`src/rtl/regfile_pkg.sv`:
```
// Shared definitions for the register file with busy scoreboard: default
// geometry, the hard-wired zero register address, and a popcount helper used
// when checking that pendingCount tracks busyMask.
package regfile_pkg;

  localparam int unsigned DATA_W_DEF    = 32;
  localparam int unsigned ADDR_W_DEF    = 5;
  localparam int unsigned ZERO_REG_ADDR = 0;

  // Number of set bits in a vector of up to 64 bits.
  function automatic int unsigned popcount(input logic [63:0] v);
    int unsigned n;
    n = 32'd0;
    for (int i = 0; i < 64; i++) begin
      n = n + 32'(v[i]);
    end
    return n;
  endfunction

endpackage

```
`src/rtl/regfile_scoreboard_ctl.sv`:
```
// Busy scoreboard: tracks which registers have an outstanding writer, raises
// stall on RAW/WAW hazards, and keeps a running count of busy registers.
module regfile_scoreboard_ctl
  import regfile_pkg::*;
#(
  parameter int unsigned ADDR_W   = ADDR_W_DEF,
  parameter bit          ZERO_REG = 1'b1,
  parameter bit          BYPASS   = 1'b1
) (
  input  logic                       clk,
  input  logic                       rst,
  input  logic [ADDR_W-1:0]          rs,
  input  logic [ADDR_W-1:0]          rt,
  input  logic                       regWrite,
  input  logic [ADDR_W-1:0]          writeReg,
  input  logic                       issueValid,
  input  logic                       useRs,
  input  logic                       useRt,
  input  logic                       issueDst,
  input  logic [ADDR_W-1:0]          issueReg,
  output logic                       stall,
  output logic [(2**ADDR_W)-1:0]     busyMask,
  output logic [ADDR_W:0]            pendingCount
);

  localparam int unsigned       DEPTH     = 32'd1 << ADDR_W;
  localparam logic [ADDR_W-1:0] ZERO_ADDR = ADDR_W'(ZERO_REG_ADDR);

  logic [DEPTH-1:0] busy;
  logic [DEPTH-1:0] busy_next;
  logic [ADDR_W:0]  count;
  logic [ADDR_W:0]  count_next;
  logic             hz_rs;
  logic             hz_rt;
  logic             hz_dst;
  logic             stall_int;
  logic             set_new;
  logic             clr_old;

  // Register 0 is read-only when the zero register is enabled.
  function automatic logic writable(input logic [ADDR_W-1:0] a);
    return !(ZERO_REG && (a == ZERO_ADDR));
  endfunction

  // A busy register stops being a hazard in the cycle its writeback is
  // forwarded, so the consumer can issue alongside the producer's write.
  function automatic logic busy_eff(input logic [DEPTH-1:0]  b,
                                    input logic [ADDR_W-1:0] a,
                                    input logic              wr,
                                    input logic [ADDR_W-1:0] wa);
    return b[a] & ~(BYPASS & wr & (wa == a));
  endfunction

  // Hazard detection: RAW on either source, WAW on the destination.
  always_comb begin
    hz_rs     = useRs    & busy_eff(busy, rs, regWrite, writeReg);
    hz_rt     = useRt    & busy_eff(busy, rt, regWrite, writeReg);
    hz_dst    = issueDst & busy_eff(busy, issueReg, regWrite, writeReg);
    stall_int = issueValid & (hz_rs | hz_rt | hz_dst);
  end

  // Next busy state and count; a claim and a release on the same register
  // in one cycle leave the bit set and the count unchanged.
  always_comb begin
    set_new   = issueValid & ~stall_int & issueDst & writable(issueReg);
    clr_old   = regWrite & busy[writeReg];
    busy_next = busy;
    for (int i = 0; i < int'(DEPTH); i++) begin
      if (set_new && (issueReg == ADDR_W'(i))) begin
        busy_next[i] = 1'b1;
      end else if (regWrite && (writeReg == ADDR_W'(i))) begin
        busy_next[i] = 1'b0;
      end else begin
        busy_next[i] = busy[i];
      end
    end
    count_next = count + (ADDR_W + 1)'(set_new) - (ADDR_W + 1)'(clr_old);
  end

  // Scoreboard state register; reset discards every outstanding claim.
  always_ff @(posedge clk or negedge rst) begin
    if (!rst) begin
      busy  <= '0;
      count <= '0;
    end else begin
      busy  <= busy_next;
      count <= count_next;
    end
  end

  assign stall        = stall_int;
  assign busyMask     = busy;
  assign pendingCount = count;

endmodule

```
`src/rtl/regfile_scoreboard.sv`:
```
// Register file with two combinational read ports, one synchronous write
// port, optional hard-wired zero register, optional write-to-read bypass,
// and a busy scoreboard for decode-stage hazard stalls.
module regfile_scoreboard
  import regfile_pkg::*;
#(
  parameter int unsigned DATA_W   = DATA_W_DEF,
  parameter int unsigned ADDR_W   = ADDR_W_DEF,
  parameter bit          ZERO_REG = 1'b1,
  parameter bit          BYPASS   = 1'b1
) (
  input  logic                   clk,
  input  logic                   rst,
  input  logic [ADDR_W-1:0]      rs,
  input  logic [ADDR_W-1:0]      rt,
  output logic [DATA_W-1:0]      readReg_1,
  output logic [DATA_W-1:0]      readReg_2,
  input  logic                   regWrite,
  input  logic [ADDR_W-1:0]      writeReg,
  input  logic [DATA_W-1:0]      writeData,
  input  logic                   issueValid,
  input  logic                   useRs,
  input  logic                   useRt,
  input  logic                   issueDst,
  input  logic [ADDR_W-1:0]      issueReg,
  output logic                   stall,
  output logic [(2**ADDR_W)-1:0] busyMask,
  output logic [ADDR_W:0]        pendingCount
);

  localparam int unsigned       DEPTH     = 32'd1 << ADDR_W;
  localparam logic [ADDR_W-1:0] ZERO_ADDR = ADDR_W'(ZERO_REG_ADDR);

  logic [DATA_W-1:0] regs [DEPTH];

  // Register 0 is read-only when the zero register is enabled.
  function automatic logic writable(input logic [ADDR_W-1:0] a);
    return !(ZERO_REG && (a == ZERO_ADDR));
  endfunction

  // Storage array; reset clears every entry so nothing survives a flush.
  always_ff @(posedge clk or negedge rst) begin
    if (!rst) begin
      for (int i = 0; i < int'(DEPTH); i++) begin
        regs[i] <= '0;
      end
    end else if (regWrite && writable(writeReg)) begin
      regs[writeReg] <= writeData;
    end else begin
      regs <= regs;
    end
  end

  // Read port 1: zero register, then bypassed writeback, then storage.
  always_comb begin
    if (ZERO_REG && (rs == ZERO_ADDR)) begin
      readReg_1 = '0;
    end else if (BYPASS && regWrite && (writeReg == rs)) begin
      readReg_1 = writeData;
    end else begin
      readReg_1 = regs[rs];
    end
  end

  // Read port 2: same priority as port 1.
  always_comb begin
    if (ZERO_REG && (rt == ZERO_ADDR)) begin
      readReg_2 = '0;
    end else if (BYPASS && regWrite && (writeReg == rt)) begin
      readReg_2 = writeData;
    end else begin
      readReg_2 = regs[rt];
    end
  end

  regfile_scoreboard_ctl #(
    .ADDR_W   (ADDR_W),
    .ZERO_REG (ZERO_REG),
    .BYPASS   (BYPASS)
  ) u_ctl (
    .clk          (clk),
    .rst          (rst),
    .rs           (rs),
    .rt           (rt),
    .regWrite     (regWrite),
    .writeReg     (writeReg),
    .issueValid   (issueValid),
    .useRs        (useRs),
    .useRt        (useRt),
    .issueDst     (issueDst),
    .issueReg     (issueReg),
    .stall        (stall),
    .busyMask     (busyMask),
    .pendingCount (pendingCount)
  );

endmodule

```
`config.mk`:
```
export PLATFORM = sky130hd
export DESIGN_NAME = regfile_scoreboard
export DESIGN_NICKNAME = d
export VERILOG_FILES = /design/src/rtl/regfile_pkg.sv /design/src/rtl/regfile_scoreboard_ctl.sv /design/src/rtl/regfile_scoreboard.sv
export SDC_FILE = /design/constraint.sdc
export NUM_CORES = 2
export LEC_CHECK = 0
export CAP_MARGIN = 20
export CORE_ASPECT_RATIO = 1.2
export CORE_MARGIN = 2
export CORE_UTILIZATION = 65
export CTS_BUF_LIST = sky130_fd_sc_hd__clkbuf_4
export CTS_CLUSTER_DIAMETER = 200
export DETAILED_ROUTE_END_ITERATION = 10
export GPL_ROUTABILITY_DRIVEN = 0
export HOLD_SLACK_MARGIN = 0.15
export PLACE_DENSITY = 0.82
export SLEW_MARGIN = 20
export SYNTH_ARGS = -nofsm -noshare
export SYNTH_HDL_FRONTEND = slang
export SYNTH_HIERARCHICAL = 1
export SYNTH_SLANG_ARGS = --single-unit
```
`constraint.sdc`:
```
create_clock -name clk -period 3.5 [get_ports clk]
set_input_delay 0.35 -clock clk [delete_from_list [all_inputs] [get_ports clk]]
set_output_delay 0.35 -clock clk [all_outputs]
set_load 0.1 [all_outputs]
```
[After elaboration in Yosys (flattened, before gate mapping)]
Index checks and enable logic that the tools add are counted.
Word-level totals
  bits of input ports: 59
  flip-flop bits (word level): 1062
  logic and storage cells: 354
  output and inout port bits: 103
Cells by class
  reductions and logical operators: 106
  eq/ne operators: 65
  muxes and demuxes: 85
  add/sub/neg operators: 2
  bitwise logic cells: 23
  $lt $le $gt $ge: 8
Operators with widths (number)
  $bwmux W1024: 1
  $bmux W32 S5: 2
  $mux W32: 9
  $demux W32 S5: 1
  $eq A5 B5 Y1 const B: 32
  $eq A5 B4 Y1 const B: 16
  $logic_and A1 B1 Y1: 68
  $mux W1: 68
  $reduce_bool A2 Y1: 32
  $eq A5 B3 Y1 const B: 8
  $lt A5 B6 Y1 const B: 4
  $bmux W1 S5: 4
  $eq A5 B2 Y1 const B: 4
  $logic_not A5 Y1: 4
  $ge A6 B6 Y1 const B: 3
  $not A5 Y6: 3
  $eq A5 B5 Y1: 3
  $and A1 B1 Y1: 14
  $eq A5 B1 Y1 const B: 2
  $add A6 B1 Y6: 1
  $lt A6 B1 Y1 const B: 1
  $sub A6 B1 Y6: 1
  $not A1 Y1: 4
  $logic_not A1 Y1: 2
  $or A1 B1 Y1: 2

[Depth between registers and ports, before layout]
  word-level depth: 14
  depth in mapped cells: 17
  depth with buffers taken out: 15

[Cells and area by module]
Netlist, hierarchy kept.
By module, submodules not included
  regfile_scoreboard: sequential area each 25624.6 sq um, area each 54836.3 sq um, cells each 3770, times used 1
  regfile_scoreboard_ctl: sequential area each 950.9 sq um, area each 3452.1 sq um, cells each 323, times used 1

[Least setup slack after synthesis]
Ideal clock, no wire load.
  kind: register to register
  start point: register u_ctl.busy[13] (netlist: u_ctl/busyMask[13])
  end point: register u_ctl.count[4] (netlist: u_ctl/pendingCount[4])
  stages on the path, launching flop included: 16
  data required time: 3.377 ns
  period minus slack after synthesis: 3.689 ns
  buffers on the path: 1
  library setup time: 0.123 ns
  arrival time: 3.567 ns
  slack: -0.189 ns
  path through: dfrtp_1 mux4_2 a22oi_1 nand4_1 and4_1 buf_6 or3b_1 ha_1 inv_1 ha_1 inv_1 fa_1 inv_1 a21o_1 a21oi_1 xnor2_1
Between the ends
  longest elaborated chain between the ends: 13
  elaborated cells between the ends (all ways): 24
  classes of those cells: add/sub (2); mux (8); bitwise (14)
Ends and longest elaborated chain
  start, declared: line regfile_scoreboard_ctl.sv:29  | logic [DEPTH-1:0] busy;
  start signal, assigned: line regfile_scoreboard_ctl.sv:86  | busy <= busy_next;
  $bmux W1 S5: line regfile_scoreboard_ctl.sv:51  | return b[a] & ~(BYPASS & wr & (wa == a));
  $mux W1 (implied by the code): line regfile_scoreboard_ctl.sv:51
  $and A1 B1 Y1: line regfile_scoreboard_ctl.sv:51
  $and A1 B1 Y1, on equally long branches: line regfile_scoreboard_ctl.sv:56, regfile_scoreboard_ctl.sv:57
  $or A1 B1 Y1 (2 in a row): line regfile_scoreboard_ctl.sv:59  | stall_int = issueValid & (hz_rs | hz_rt | hz_dst);
  $and A1 B1 Y1: line regfile_scoreboard_ctl.sv:59
  $not A1 Y1: line regfile_scoreboard_ctl.sv:65  | set_new = issueValid & ~stall_int & issueDst & writable(issueReg);
  $and A1 B1 Y1 (3 in a row): line regfile_scoreboard_ctl.sv:65
  $add A6 B1 Y6: line regfile_scoreboard_ctl.sv:77  | count_next = count + (ADDR_W + 1)'(set_new) - (ADDR_W + 1)'(clr_old);
  $sub A6 B1 Y6 (*): line regfile_scoreboard_ctl.sv:77
  net u_ctl.count_next[4]: line regfile_scoreboard_ctl.sv:32  | logic [ADDR_W:0] count_next;
  end signal, assigned: line regfile_scoreboard_ctl.sv:87  | count <= count_next;
  end, declared: line regfile_scoreboard_ctl.sv:31  | logic [ADDR_W:0] count;
Mark *: on every way through the listed nets, which the timed path passes. The rest lies on a longest branch. The select of a mux whose other input is x is not followed.
A chain may end at the register's enable or synchronous reset.

[Worst setup path after layout]
  start point: register u_ctl.busy[24] (netlist: u_ctl/busyMask[24])
  end point: output stall
Between the ends
  longest elaborated chain between the ends: 7
  elaborated cells between the ends (all ways): 15
  classes of those cells: mux (6); bitwise (9)
Ends and longest elaborated chain
  $bmux W1 S5: line regfile_scoreboard_ctl.sv:51
  $mux W1 (implied by the code): line regfile_scoreboard_ctl.sv:51
  $and A1 B1 Y1: line regfile_scoreboard_ctl.sv:51
  $and A1 B1 Y1, on equally long branches: line regfile_scoreboard_ctl.sv:56, regfile_scoreboard_ctl.sv:57
  $or A1 B1 Y1: line regfile_scoreboard_ctl.sv:59
  $or A1 B1 Y1 (*): line regfile_scoreboard_ctl.sv:59
  $and A1 B1 Y1 (*): line regfile_scoreboard_ctl.sv:59
  end, declared: line regfile_scoreboard.sv:26  | output logic stall,
Mark *: on every way between the ends. The rest lies on a longest branch, timed or not. The select of a mux whose other input is x is not followed.

==> run_results.csv <==
group,metric,value,unit
status,status,"complete, but fails checks",
status,violations,"negative setup slack",
detailed_routing,antenna_left,0,
grt,antenna_found_initial,7,
layout,fillCellCount,5262,
sta,drv_slew,0,
synth,synth_area_leaders,"dfrtp_1 46%, mux2_2 20%, mux4_2 18%",
synth,synth_top_area_share,0.456,
layout,final_cell_mix,"1041 x mux2_2, 1035 x dfrtp_1, 470 x mux4_2, 402 x clkbuf_4, 253 x buf_4",
synth,synth_top_family_by_area,"multiplexers",
sta,worst_pin_slew,1.01,ns
sta,timing.slew.headroom,0.323,
critical_path,endpoint_kind,"output pin",
sta,grt_setup_unrepaired,"yes",
pwr,ir_worst_vdd,809,uV
synth,netlist_area,0.0583,mm2
die,start_util,0.655,
sta,hold_viol_final,0,
sta,fin_crit_sh,1.05,
place,place.port_buffers,161,
synth,synth_simple_gate_area_share,0.0322,
clock_tree,cts.clk_slew.worst_paths,0.06,ns
worst_hold_path,hp-class,"in2reg",
detailed_routing,drt-initial-drc-count,5969,
synth,synth_mux_area_frac,0.409,
grt,grt-ovfl-total,0,
place,post-place-ws,-0.484,ns
pwr,p_leak,29.5,nW
clock_tree,cts_buffer_depth,4,
die,die_h,332,um
detailed_routing,vias_per_cell,7.49,
sta,setup_slack,-0.187,ns
synth,yosys.cell_types.count,71,
detailed_routing,drt-total-wl,191000,um
synth,avgSynthCellArea,14.2,um2
grt,grt_pass1_vias,44906,
synth,ys_seq_elements,1062,
critical_path,crit_type,"reg2out",
grt,grt_max_degree,112,
synth,synthAdderAreaFrac,0.00163,
synth,synth.largest_area_cell,"dfrtp_1",
layout,syn_to_final_growth,16.1,%
synth,synth-xor-area-share,0.00451,
sta,layout_min_cycle_time,3.69,ns
sta,finClkSkew,0.0944,ns
synth,synth-main-ff-cell,"dfrtp_1",
grt,grtUsageTotal,0.418,
detailed_routing,drt_first_pass_iters,7,
grt,grt_pass1_wl,284000,um
critical_path,start_kind,"register",
critical_path,path_max_fanout,16,
pwr,power_density,560,mW/mm2
sta,fin_tns_setup,-0.499,ns
detailed_routing,wl_per_cell,33.0,um
die,die_w,277,um
critical_path,reg2reg_depth,16,
place,hpwlAfterDp,114000,um
detailed_routing,drc,0,
clock_tree,cts_buffers,285,
synth,syn-num-nets,4159,
synth,synth_edf_count,0,
clock_tree,cts_root_buf,"clkbuf_4",
die,pin_count,162,
clock_tree,htree_levels,5,
worst_hold_path,whs_path_depth,5,
layout,layout_commonest_cell,"mux2_2",
clock_tree,clock_sinks,1062,
synth,synth_compound_area_frac,0.0602,
job,maxCapViolations,0,
synth,seq_area_frac_synth,0.456,
sta,fmax,0.271,GHz
critical_path,arrival,3.34,ns
die,dieArea,0.0921,mm2
layout,nets,4518,
sta,finalSetupViolCount,7,
synth,synth_cells,4093,
critical_path,worstPathRequired,3.15,ns
die,row_count,120,
synth,ys_warn_count,6,
critical_path,r2r_setup_slack,-0.11,ns
die,core_area,0.0890,mm2
detailed_routing,num_vias,43242,
layout,drive_gt1_frac,0.546,
clock_tree,cts_tree,"done",
synth,synthArstFlopShare,1.00,
clock_tree,worst_skew_pair.late_latency,1.25,ns
[stage by stage]
| step | hold WS, ns | instances | cell area [um2] | total power [mW] | util |
|---|---|---|---|---|---|
| 3_3_place_gp | 0.318 | 5254 | 63400 | 26.6 | 0.712 |
| 2_1_floorplan | 0.0544 | 4093 | 58400 | 23.7 | - |
| 5_1_grt | 0.189 | 5775 | 67700 | 39.3 | 0.760 |
| 6_report | 0.266 | 5776 | 67700 | 37.9 | 0.760 |
| 3_5_place_dp | 0.318 | 5254 | 63400 | 27.1 | 0.712 |
| 4_1_cts | 0.155 | 5764 | 67400 | 37.6 | 0.757 |
[final cells by class]
type / instances / area [um2] / area share
Timing Repair Buffer: 534 / 6160 / 0.0910
Tap cell: 1159 / 1450 / 0.0214
Inverter: 19 / 73.8 / 0.00109
Sequential cell: 1062 / 26600 / 0.393
Antenna cell: 6 / 15.0 / 0.000222
Clock inverter: 44 / 178 / 0.00263
Multi-Input combinational cell: 2550 / 30200 / 0.446
Clock buffer: 402 / 3020 / 0.0446
[logic make-up (layout without fill, tap and decap cells)]
group                      count (synthesis)  count (layout)
and+or+nand+nor                          377             377
adders and majority gates                  7               7
muxes                                   1660            1660
DFF                                     1062            1062
buffers and inverters                    481             999
other                                      0               6
xor gates and xnor gates                  30              30
AOI/OAI and AO/OA                        476             476
[flip-flops by register name (all words and copies together) (netlist names)]
signal,cells
u_ctl/busyMask,32
u_ctl/pendingCount,6
regs,1024
[final timing paths]
| path | from | endpoint |
|---|---|---|
| max | u_ctl/busyMask[24] | stall |
| min | writeReg[2] | u_ctl/busyMask[13] |
| max reg2reg | u_ctl/busyMask[14] | u_ctl/pendingCount[4] |
| min reg2reg | regs[1017] | regs[1017] |
| max in group asynchronous | rst | regs[805] |
| min in group asynchronous | rst | regs[383] |
[critical path, cell delays in order (launching register included)]
cell and delay (ns):
dfrtp_2 0.44, mux4_2 0.54, a22oi_1 0.20, nand4_1 0.12
and4_4 0.23, buf_12 0.16, o21a_1 0.22, buf_12 0.17
[per-layer routing]
layer | track usage | vias to the layer above | routed length (um)
met5 | 0.00314 | - | 24
met4 | 0.262 | 4 | 12700
met3 | 0.133 | 858 | 24900
met2 | 0.624 | 3551 | 87100
met1 | 0.535 | 22143 | 65900
li1 | - | 16686 | -
[cell usage after synthesis (all sizes together), types with 13 or more instances]
master	instances
a221o	29
o211ai	18
o31ai	31
o21ai	94
a22o	13
and2	17
xnor2	18
buf	173
nor2	68
mux2i	146
inv	19
mux4	473
nor4	21
nand2	123
a211oi	31
mux2	1041
o22ai	59
clkbuf	289
a22oi	59
a21oi	46
nor2b	27
dfrtp	1062
nand3	18
nor3	27
a221oi	34
and3	19
[power by group]
part | internal (mW) | total [mW] | switching, mW
registers | 14.6 | 16.5 | 1.85
clock network | 5.23 | 10.4 | 5.18
logic | 5.57 | 11.0 | 5.43
total | 25.4 | 37.9 | 12.5
[what timing repair did]
action / 4_1_cts / 5_1_grt
gates resized for setup: 41 / 39
hold endpoints to repair: 1346 / 0
hold buffers: 46 / 0
buffers inserted: 16 / 6
pin swaps: 11 / 21
gates cloned: 2 / 0
setup endpoints to repair: 22 / 39
Power figures use the tool's default switching activity.
